### src/rtl/matmul_pkg.sv
// Shared defaults and FSM state encoding for the sequential matrix multiplier.
// Latency: n/a (declarations only).
// Backpressure: n/a (declarations only).
package matmul_pkg;

  localparam int N_DEF  = 8;
  localparam int AW_DEF = 8;

  typedef enum logic [2:0] {
    ST_IDLE  = 3'd0,
    ST_RUN   = 3'd1,
    ST_DRAIN = 3'd2,
    ST_WRITE = 3'd3,
    ST_DONE  = 3'd4
  } state_e;

  // Index counter width; at least one bit so N=1 still elaborates.
  function automatic int idx_w(input int n);
    return (n > 1) ? $clog2(n) : 1;
  endfunction

endpackage

### src/rtl/matmul_seq_if.sv
// Control/address bundle between the matmul sequencer and its memories/MAC.
// Latency: n/a (wires only).
// Backpressure: none; the sequencer free-runs once started.
// abort only exists when MATMUL_SEQ_ABORT_EN is defined.
interface matmul_seq_if #(parameter int AW = 8);

  logic          start;
  logic          rd_en;
  logic [AW-1:0] a_addr;
  logic [AW-1:0] b_addr;
  logic          mac_en;
  logic          mac_clr;
  logic          c_we;
  logic [AW-1:0] c_addr;
  logic          busy;
  logic          done;

`ifdef MATMUL_SEQ_ABORT_EN
  logic          abort;

  modport master (
    input  start, abort,
    output rd_en, a_addr, b_addr, mac_en, mac_clr, c_we, c_addr, busy, done
  );
  modport slave (
    output start, abort,
    input  rd_en, a_addr, b_addr, mac_en, mac_clr, c_we, c_addr, busy, done
  );
`else
  modport master (
    input  start,
    output rd_en, a_addr, b_addr, mac_en, mac_clr, c_we, c_addr, busy, done
  );
  modport slave (
    output start,
    input  rd_en, a_addr, b_addr, mac_en, mac_clr, c_we, c_addr, busy, done
  );
`endif

endinterface

### src/rtl/matmul_idx_cnt.sv
// Nested i/j/k loop counters for C = A x B with wrap and last-element flags.
// Latency: counters move on the edge after their increment enable.
// Backpressure: none; increments are single-cycle enables from the sequencer.
module matmul_idx_cnt
  import matmul_pkg::*;
#(
  parameter  int N  = N_DEF,
  localparam int IW = idx_w(N)
) (
  input  logic          clk,
  input  logic          reset_n,
  input  logic          clr,
  input  logic          k_inc,
  input  logic          ij_inc,
  output logic [IW-1:0] i,
  output logic [IW-1:0] j,
  output logic [IW-1:0] k,
  output logic          k_last,
  output logic          elem_last
);

  localparam logic [IW-1:0] LAST = IW'(N - 1);

  logic i_last;
  logic j_last;

  assign k_last    = (k == LAST);
  assign j_last    = (j == LAST);
  assign i_last    = (i == LAST);
  assign elem_last = i_last & j_last;

  // k walks the dot product; j advances per written element, i on j wrap.
  always_ff @(posedge clk or negedge reset_n) begin
    if (!reset_n) begin
      i <= '0;
      j <= '0;
      k <= '0;
    end else if (clr) begin
      i <= '0;
      j <= '0;
      k <= '0;
    end else begin
      if (k_inc) k <= k_last ? '0 : k + 1'b1;
      if (ij_inc) begin
        j <= j_last ? '0 : j + 1'b1;
        if (j_last) i <= i_last ? '0 : i + 1'b1;
      end
    end
  end

endmodule

### src/rtl/matmul_seq.sv
// Sequencer for C = A x B: per element N reads, one MAC drain, one C write.
// Latency: first rd_en 1 cycle after start, done N*N*(N+2)+1 cycles after it.
// Backpressure: none; start is only sampled in IDLE. Option: MATMUL_SEQ_ABORT_EN.
module matmul_seq
  import matmul_pkg::*;
#(
  parameter int N  = N_DEF,
  parameter int AW = AW_DEF
) (
  input logic         clk,
  input logic         reset_n,
  matmul_seq_if.master bus
);

  localparam int IW = idx_w(N);

  localparam logic [2:0] IDLE  = ST_IDLE;
  localparam logic [2:0] RUN   = ST_RUN;
  localparam logic [2:0] DRAIN = ST_DRAIN;
  localparam logic [2:0] WRITE = ST_WRITE;
  localparam logic [2:0] DONE  = ST_DONE;

  localparam logic [AW-1:0] N_A = AW'(N);

  // Every C address must be representable without wrap.
  if ((N * N - 1) >= (1 << AW)) begin : g_aw_chk
    $error("matmul_seq: AW too narrow for N*N-1");
  end

  logic [2:0]    state;
  logic [2:0]    state_nxt;
  logic [IW-1:0] i;
  logic [IW-1:0] j;
  logic [IW-1:0] k;
  logic          k_last;
  logic          elem_last;
  logic          in_run;
  logic          in_write;
  logic          busy_w;
  logic          abort_hit;
  logic          mac_en_q;
  logic          mac_clr_q;

  assign in_run   = (state == RUN);
  assign in_write = (state == WRITE);
  assign busy_w   = in_run | (state == DRAIN) | in_write;

`ifdef MATMUL_SEQ_ABORT_EN
  assign abort_hit = bus.abort & busy_w;
`else
  assign abort_hit = 1'b0;
`endif

  // Next-state: fixed RUN(N)/DRAIN/WRITE pattern per element; abort overrides.
  always_comb begin
    state_nxt = state;
    case (state)
      IDLE:    if (bus.start) state_nxt = RUN;
      RUN:     if (k_last) state_nxt = DRAIN;
      DRAIN:   state_nxt = WRITE;
      WRITE:   state_nxt = elem_last ? DONE : RUN;
      DONE:    state_nxt = IDLE;
      default: state_nxt = IDLE;
    endcase
    if (abort_hit) state_nxt = IDLE;
  end

  // State register.
  always_ff @(posedge clk or negedge reset_n) begin
    if (!reset_n) state <= IDLE;
    else          state <= state_nxt;
  end

  matmul_idx_cnt #(.N(N)) u_idx (
    .clk       (clk),
    .reset_n   (reset_n),
    .clr       (abort_hit),
    .k_inc     (in_run),
    .ij_inc    (in_write),
    .i         (i),
    .j         (j),
    .k         (k),
    .k_last    (k_last),
    .elem_last (elem_last)
  );

  // MAC strobes trail the read by one cycle to match synchronous memory data.
  always_ff @(posedge clk or negedge reset_n) begin
    if (!reset_n) begin
      mac_en_q  <= 1'b0;
      mac_clr_q <= 1'b0;
    end else begin
      mac_en_q  <= in_run & ~abort_hit;
      mac_clr_q <= in_run & (k == '0) & ~abort_hit;
    end
  end

  assign bus.rd_en   = in_run;
  assign bus.a_addr  = in_run ? (AW'(i) * N_A + AW'(k)) : '0;
  assign bus.b_addr  = in_run ? (AW'(k) * N_A + AW'(j)) : '0;
  assign bus.mac_en  = mac_en_q;
  assign bus.mac_clr = mac_clr_q;
  assign bus.c_we    = in_write;
  assign bus.c_addr  = in_write ? (AW'(i) * N_A + AW'(j)) : '0;
  assign bus.busy    = busy_w;
  assign bus.done    = (state == DONE);

endmodule

### src/flat_wrapper.sv
// flat-port wrapper written by rule: the top's interface ports become plain ports
module matmul_seq_flat import matmul_pkg::*;
#(
  parameter int N  = N_DEF,
  parameter int AW = AW_DEF
)
  (clk, reset_n, bus_start, bus_rd_en, bus_a_addr, bus_b_addr, bus_mac_en, bus_mac_clr, bus_c_we, bus_c_addr, bus_busy, bus_done);
  matmul_seq_if #(.AW(AW)) bus_i ();
  input logic clk;
  input logic reset_n;
  input wire logic [$bits(bus_i.start)-1:0] bus_start;
  output wire logic [$bits(bus_i.rd_en)-1:0] bus_rd_en;
  output wire logic [$bits(bus_i.a_addr)-1:0] bus_a_addr;
  output wire logic [$bits(bus_i.b_addr)-1:0] bus_b_addr;
  output wire logic [$bits(bus_i.mac_en)-1:0] bus_mac_en;
  output wire logic [$bits(bus_i.mac_clr)-1:0] bus_mac_clr;
  output wire logic [$bits(bus_i.c_we)-1:0] bus_c_we;
  output wire logic [$bits(bus_i.c_addr)-1:0] bus_c_addr;
  output wire logic [$bits(bus_i.busy)-1:0] bus_busy;
  output wire logic [$bits(bus_i.done)-1:0] bus_done;
  assign bus_i.start = bus_start;
  assign bus_rd_en = bus_i.rd_en;
  assign bus_a_addr = bus_i.a_addr;
  assign bus_b_addr = bus_i.b_addr;
  assign bus_mac_en = bus_i.mac_en;
  assign bus_mac_clr = bus_i.mac_clr;
  assign bus_c_we = bus_i.c_we;
  assign bus_c_addr = bus_i.c_addr;
  assign bus_busy = bus_i.busy;
  assign bus_done = bus_i.done;
  matmul_seq #(.N(N), .AW(AW)) u_core (.clk(clk), .reset_n(reset_n), .bus(bus_i));
endmodule
### config.mk
export PLATFORM = sky130hd
export DESIGN_NAME = matmul_seq_flat
export DESIGN_NICKNAME = d
export VERILOG_FILES = /design/src/rtl/matmul_pkg.sv /design/src/rtl/matmul_seq_if.sv /design/src/rtl/matmul_idx_cnt.sv /design/src/rtl/matmul_seq.sv /design/src/flat_wrapper.sv
export SDC_FILE = /design/constraint.sdc
export NUM_CORES = 1
export LEC_CHECK = 0
export CORE_UTILIZATION = 60
export DETAILED_ROUTE_END_ITERATION = 16
export DONT_BUFFER_PORTS = 1
export HOLD_SLACK_MARGIN = 0.15
export PLACE_DENSITY = 0.73
export SKIP_LAST_GASP = 1
export SLEW_MARGIN = 0
export SYNTH_ARGS = -nofsm -noshare
export SYNTH_HDL_FRONTEND = slang
export SYNTH_SLANG_ARGS = --single-unit
export TNS_END_PERCENT = 10
### constraint.sdc
create_clock -name clk -period 1.7 [get_ports clk]
set_input_delay 0.34 -clock clk [delete_from_list [all_inputs] [get_ports clk]]
set_output_delay 0.34 -clock clk [all_outputs]
set_load 0.005 [all_outputs]
==> results.toml, run 1 <==
[routing]
drt_iter0_drc = 7
totalWireLength_um = 1310
vias_per_cell = 5.31
drtAntennaViolNets = 0
num_vias = 526
remaining_drc_errors = 0
dr.pass1.iters = 4
wl_per_cell_um = 13.2

[timing]
hold_viol = 0
rsz0062_at_grt = "true"
period_minus_slack_ns = 1.66
relSlewSlack_pct = 56.9
setup_viol = 0
drv_slew = 0
fmax_ghz = 0.601
tightestPinTransition_ns = 0.644
fin_crit_sh_pct = 97.9
finClkSkew_ns = 0.00695

[worst_setup_path]
cp.required_ns = 1.36
worstSetupEndpoint = "bus_c_addr[2]"
path_cells = "and3b_4, and2_1"
path_class = "reg -> out"
timing.rr.start = "u_core.u_idx.j[0]"
crit_start = "u_core.state[2]"
end_kind = "primary output"
worstReg2RegEnd = "u_core.u_idx.i[0]"
critical_path_arrival_ns = 1.32
rrSetupSlack_ns = 0.26
slowest_stage = "dfrtp_2"
critical_path.max_stage_delay_ns = 0.45
crit_fanout = 13
rr_worst_depth = 4
startpoint_type = "flop"

[yosys]
synth.cell_area_um2 = 866
synth-main-ff-cell = "dfrtp_1"
synth_top_area_share_pct = 40.5
yosysTopAreaCell = "dfrtp_1"
synth.avg_cell_area_um2 = 10.7
ys_seq_area_share_pct = 40.5
synthCells = 81
ys_async_sr_fraction_pct = 100
synth_edf_count = 0
synth.area.top_cells = "dfrtp_1, and2_1, ha_1"
ys.warnings.count = 0
ys_ff_latch = 14
yosysUniqueCellTypes = 20

[grt]
grt_pass1_vias = 449
antenna_found_initial = 0
track_usage_pct = 18.7
grt_start_max_net_pins = 15
grt-ovfl-total = 0
grt_pass1_wl_um = 1900

[layout]
drive_gt1_share_pct = 26.2
final_util_pct = 69.3
stdcell_area_um2 = 913
fin_nets = 95
mostFrequentLayoutCells = "and2_1, dfrtp_1, ha_1, nor2_1, conb_1"
diodes = 0
final_common_cell = "and2_1"
fillCellCount = 95
area_growth_syn_to_layout_pct = 5.49

[power]
peakVddDrop_uv = 522
powerDensity_nw_per_um2 = 640
p_leak_nw = 0.468

[hold_path]
whs_path_depth = 2
min_path_type = "in -> reg"

[floorplan]
dieArea_um2 = 1600
ios = 33
rows = 13
die_x_um = 40.0
core_area_um2 = 1320
initial_core_util_pct = 65.7
die_y_um = 40.0

[placed_design]
place_area_um2 = 856
routabilityCongestion = 0.640
dpl.hpwl_um = 976
portBuffers = 0

[clock_network]
clockBufferDepth = 2
cts-root-buf = "clkbuf_4"
clk_pin_slew_worst_paths_ns = 0.08
insertion_delay_ns = 0.28
cts-buffers-inserted = 3
htree_levels = 1
cts_tree = "yes"
clkSinkCount = 14

[outcome]
status = "complete, no violations"

[run]
max_cap_viol_count = 0
## critical path: cells and delay by family, from the launching register on
family           cells  cell delay [ns]
flip-flops           1             0.45
AND/OR/NAND/NOR      2             0.59
## cell families (layout without fill, tap and decap cells)
kind of cell | after synthesis | in the layout | share of synthesized area [%]
compound gates | 6 | 6 | 4.19
fa+ha+maj | 7 | 7 | 10.1
buf+inv | 15 | 13 | 11.3
flops | 14 | 14 | 40.5
mux | 7 | 7 | 10.4
other cells | 1 | 6 | 0.433
simple gates | 31 | 31 | 23.1
## Yosys cell counts (all sizes together), types with 2 or more instances
library cell	instances
buf	11
and3b	2
nor2	6
nand2	4
and2	16
inv	4
mux2	7
ha	7
o21ai	4
dfrtp	14
## through the flow
step / setup TNS, ns / worst slack [ns] / power (W) / hold WS (ns) / cells
after floorplan: 0 / 0.227 / 0.000352 / 0.0444 / 86
after global placement: 0 / 0.296 / 0.000342 / 0.0447 / 93
after detailed placement: 0 / 0.290 / 0.000342 / 0.0447 / 93
after CTS: 0 / 0.00892 / 0.000589 / 0.286 / 99
after global routing: -0.195 / -0.0298 / 0.000610 / 0.348 / 99
final: 0 / 0.0362 / 0.000585 / 0.287 / 99
## report_power, final
part | internal [W] | switching [W] | total [W]
registers | 0.000333 | 0 | 0.000333
logic | 0.00000156 | 0.00000942 | 0.0000110
clock network | 0.000130 | 0.000111 | 0.000241
## area by class of cell
| class | instances | area [um2] | area share [%] |
|---|---|---|---|
| Clock buffer | 4 | 36.3 | 3.97 |
| Timing Repair Buffer | 5 | 52.6 | 5.75 |
| Multi-Input combinational cell | 57 | 439 | 48.1 |
| Inverter | 4 | 15.0 | 1.64 |
| Tap cell | 15 | 18.8 | 2.05 |
| Sequential cell | 14 | 352 | 38.5 |
## per-layer routing
layer  global-route usage [%]  vias to the layer above  share of wire (%)
met5                        0                        -                  0
li1                         -                      258                  -
met3                     5.56                        2                6.9
met4                     10.3                        0               0.38
met1                     23.1                      243                 46
met2                     29.0                       23                 47
## registers in the layout, indices dropped and copies added, names as in the netlist
signal and flops:
u_core.bus.mac_clr 1, u_core.bus.mac_en 1, u_core.state 3, u_core.u_idx.i 3, u_core.u_idx.j 3, u_core.u_idx.k 3
## worst min-delay path by stage
stage          slack (ns)                  to  startpoint
6_report             0.29     u_core.state[0]   bus_start
5_1_grt              0.35     u_core.state[0]   bus_start
4_1_cts              0.29     u_core.state[0]   bus_start
3_5_place_dp         0.04   u_core.u_idx.k[1]     reset_n
3_3_place_gp         0.04  u_core.bus.mac_clr     reset_n
2_1_floorplan        0.04  u_core.bus.mac_clr     reset_n
## repair_timing
action,in CTS,in global routing
hold buffers,1,0
hold endpoints to repair,14,0
resized for setup,0,2
buffers inserted,1,0
setup endpoints to repair,6,18
pin swaps,1,2
Power figures use the tool's default switching activity.
==> run 2, diff against run 1 <==
--- a/config.mk
+++ b/config.mk
@@ -5,6 +5,7 @@
 export SDC_FILE = /design/constraint.sdc
 export NUM_CORES = 1
 export LEC_CHECK = 0
+export ABC_AREA = 1
 export CORE_UTILIZATION = 60
 export DETAILED_ROUTE_END_ITERATION = 16
 export DONT_BUFFER_PORTS = 1
==> results.toml, run 2 <==
[worst_setup_path]
crit_fanout = 12
startpoint_type = "flop"
crit_start = "u_core.state[1]"
rrSetupSlack_ns = 0.41
path_class = "reg -> out"
timing.rr.start = "u_core.u_idx.j[0]"
critical_path_arrival_ns = 1.23
end_kind = "primary output"
cp.required_ns = 1.36

[layout]
ff_latch_area_um2 = 350
multiInputGateArea_um2 = 383
stdcell_area_um2 = 870
instances_no_fill = 121
area_growth_syn_to_layout_pct = 2.36
final_util_pct = 66.8
fin_nets = 117
drive_gt1_share_pct = 15.1
diodes = 0
mostFrequentLayoutCells = "nor2_1, nand2_1, inv_1, dfrtp_1, o21ai_0"
fillCellCount = 111
final_common_cell = "nor2_1"

[power]
clockPowerShare_pct = 41.3
p_leak_nw = 0.478
total_power_w = 0.000587
powerDensity_nw_per_um2 = 675
combinationalPowerShare_pct = 2.0
pwr-share-seq_pct = 56.7
p_switching_w = 0.000122
peakVddDrop_uv = 439
p_int_w = 0.000465
swShare_pct = 20.8

[timing]
fin_crit_sh_pct = 92.5
hold_viol = 0
relSlewSlack_pct = 57.0
rsz0062_at_grt = "false"
drv_slew = 0
fmax_ghz = 0.636
tightestPinTransition_ns = 0.642
period_minus_slack_ns = 1.57
setup_viol = 0
finClkSkew_ns = 0.00263

[routing]
dr.pass1.iters = 4
totalWireLength_um = 1320
drt_iter0_drc = 18
wl_per_cell_um = 10.9
remaining_drc_errors = 0
drtAntennaViolNets = 0
vias_per_cell = 4.96
num_vias = 600

[floorplan]
ios = 33
die_x_um = 39.6
rows = 13
initial_core_util_pct = 65.3
die_y_um = 39.6
core_area_um2 = 1300
dieArea_um2 = 1570

[placed_design]
routabilityCongestion = 0.654
place_area_um2 = 808
portBuffers = 0
placed_cells = 116
dpl.hpwl_um = 985

[clock_network]
clockBufferDepth = 2
insertion_delay_ns = 0.28
clk_pin_slew_worst_paths_ns = 0.09
cts_tree = "yes"
clkSinkCount = 14
cts-buffers-inserted = 3
htree_levels = 1
cts-root-buf = "clkbuf_4"
post_cts_buffers = 0

[run]
max_cap_viol_count = 0

[yosys]
synth_most_common_cell = "nor2_1"
yosysTopAreaCell = "dfrtp_1"
ys.warnings.count = 0
synth.cell_area_um2 = 850
synth-main-ff-cell = "dfrtp_1"
synth.avg_cell_area_um2 = 8.01
synth_commonest_cells = "nor2_1, nand2_1, dfrtp_1, inv_1, buf_4"
yosysUniqueCellTypes = 20
synth.area.top_cells = "dfrtp_1, ha_1, nor2_1"
synth_top_area_share_pct = 41.2
ys_ff_latch = 14
ys_async_sr_fraction_pct = 100
ys_seq_area_share_pct = 41.2
synth_edf_count = 0
synthCells = 106

[grt]
grt-ovfl-total = 0
grt_pass1_vias = 431
antenna_found_initial = 0
grt_start_max_net_pins = 15
track_usage_pct = 18.9
grt_pass1_wl_um = 1910

[hold_path]
min_from = "bus_start"
min_path_type = "in -> reg"

[outcome]
status = "complete, no violations"
run 2: cell types whose count changed after synthesis, moves of 2 or more:
| cell | previous run | this run |
|---|---|---|
| and2_1 | 15 | 0 |
| o21ai_0 | 4 | 8 |
| nand3_1 | 0 | 2 |
| inv_1 | 4 | 14 |
| mux2_2 | 4 | 0 |
| nor2_1 | 6 | 23 |
| nand2_1 | 3 | 15 |
| inv_2 | 0 | 2 |
| buf_4 | 11 | 9 |
| mux2_4 | 3 | 0 |
| nand2_2 | 0 | 2 |
run 2: cells by family after synthesis:
kind of cell	after synthesis	synth area share, %
simple gates	46	24.0
buf+inv	28	17.7
flops	14	41.2
compound gates	10	6.33
fa+ha+maj	7	10.3
other cells	1	0.441
run 2: final timing paths:
path | cells after the start | endpoint
max in group asynchronous | 1 | u_core.u_idx.k[0]
worst max-delay path | 3 | bus_a_addr[2]
worst min-delay path | 4 | u_core.state[1]
worst min register to register | 3 | u_core.bus.mac_clr
min in group asynchronous | 1 | u_core.u_idx.i[2]
worst max register to register | 7 | u_core.state[0]
run 2: per-stage QoR:
stage          hold WS, ns  setup TNS, ns  setup WS, ns
5_1_grt              0.341              0        0.0463
2_1_floorplan       0.0444              0         0.312
3_5_place_dp        0.0449              0         0.307
6_report             0.338              0         0.127
3_3_place_gp        0.0448              0         0.316
4_1_cts              0.324         -0.114       -0.0338
run 2: critical path, cell delays in order, from the launching register on:
cell,delay (ns)
dfrtp_1,0.47
inv_2,0.11
nand3_4,0.16
nor2_2,0.20
run 2: final cells by class:
class,count,area share (%)
clock buffers,4,4.17
inverters,18,8.20
multi-input cells,69,44.0
flip-flops and latches,14,40.3
well taps,15,2.16
repair buffers,1,1.15
run 2: power by group through the flow:
stage / Combinational [W] / Sequential [W] / Clock (W)
5_1_grt: 0.0000146 / 0.000333 / 0.000264
2_1_floorplan: 0.0000135 / 0.000339 / 0
6_report: 0.0000115 / 0.000333 / 0.000243
3_5_place_dp: 0.00000349 / 0.000339 / 0
4_1_cts: 0.0000117 / 0.000333 / 0.000252
3_3_place_gp: 0.00000345 / 0.000339 / 0
run 2: repair_timing:
| item | CTS | global route |
|---|---|---|
| hold buffers | 1 | 0 |
| endpoints found under the hold margin | 14 | 0 |
| resized for setup | 1 | 3 |
| setup endpoints to repair | 6 | 13 |
| pin swaps | 0 | 0 |
run 2: metal layers:
metal | wire length [um] | up-vias | global-route usage [%]
li1 | - | 310 | -
met1 | 640 | 268 | 28.1
met2 | 586 | 20 | 25.0
met3 | 70 | 2 | 5.68
met4 | 18 | 0 | 7.76
met5 | 0 | - | 0
==> run 3, diff against run 2 <==
--- a/config.mk
+++ b/config.mk
@@ -7,6 +7,7 @@
 export LEC_CHECK = 0
 export ABC_AREA = 1
 export CORE_UTILIZATION = 60
+export CTS_CLUSTER_DIAMETER = 60
 export DETAILED_ROUTE_END_ITERATION = 16
 export DONT_BUFFER_PORTS = 1
 export HOLD_SLACK_MARGIN = 0.15
==> results of run 3 <==
The final DEF is identical to that of run 2; final timing and power are the same.
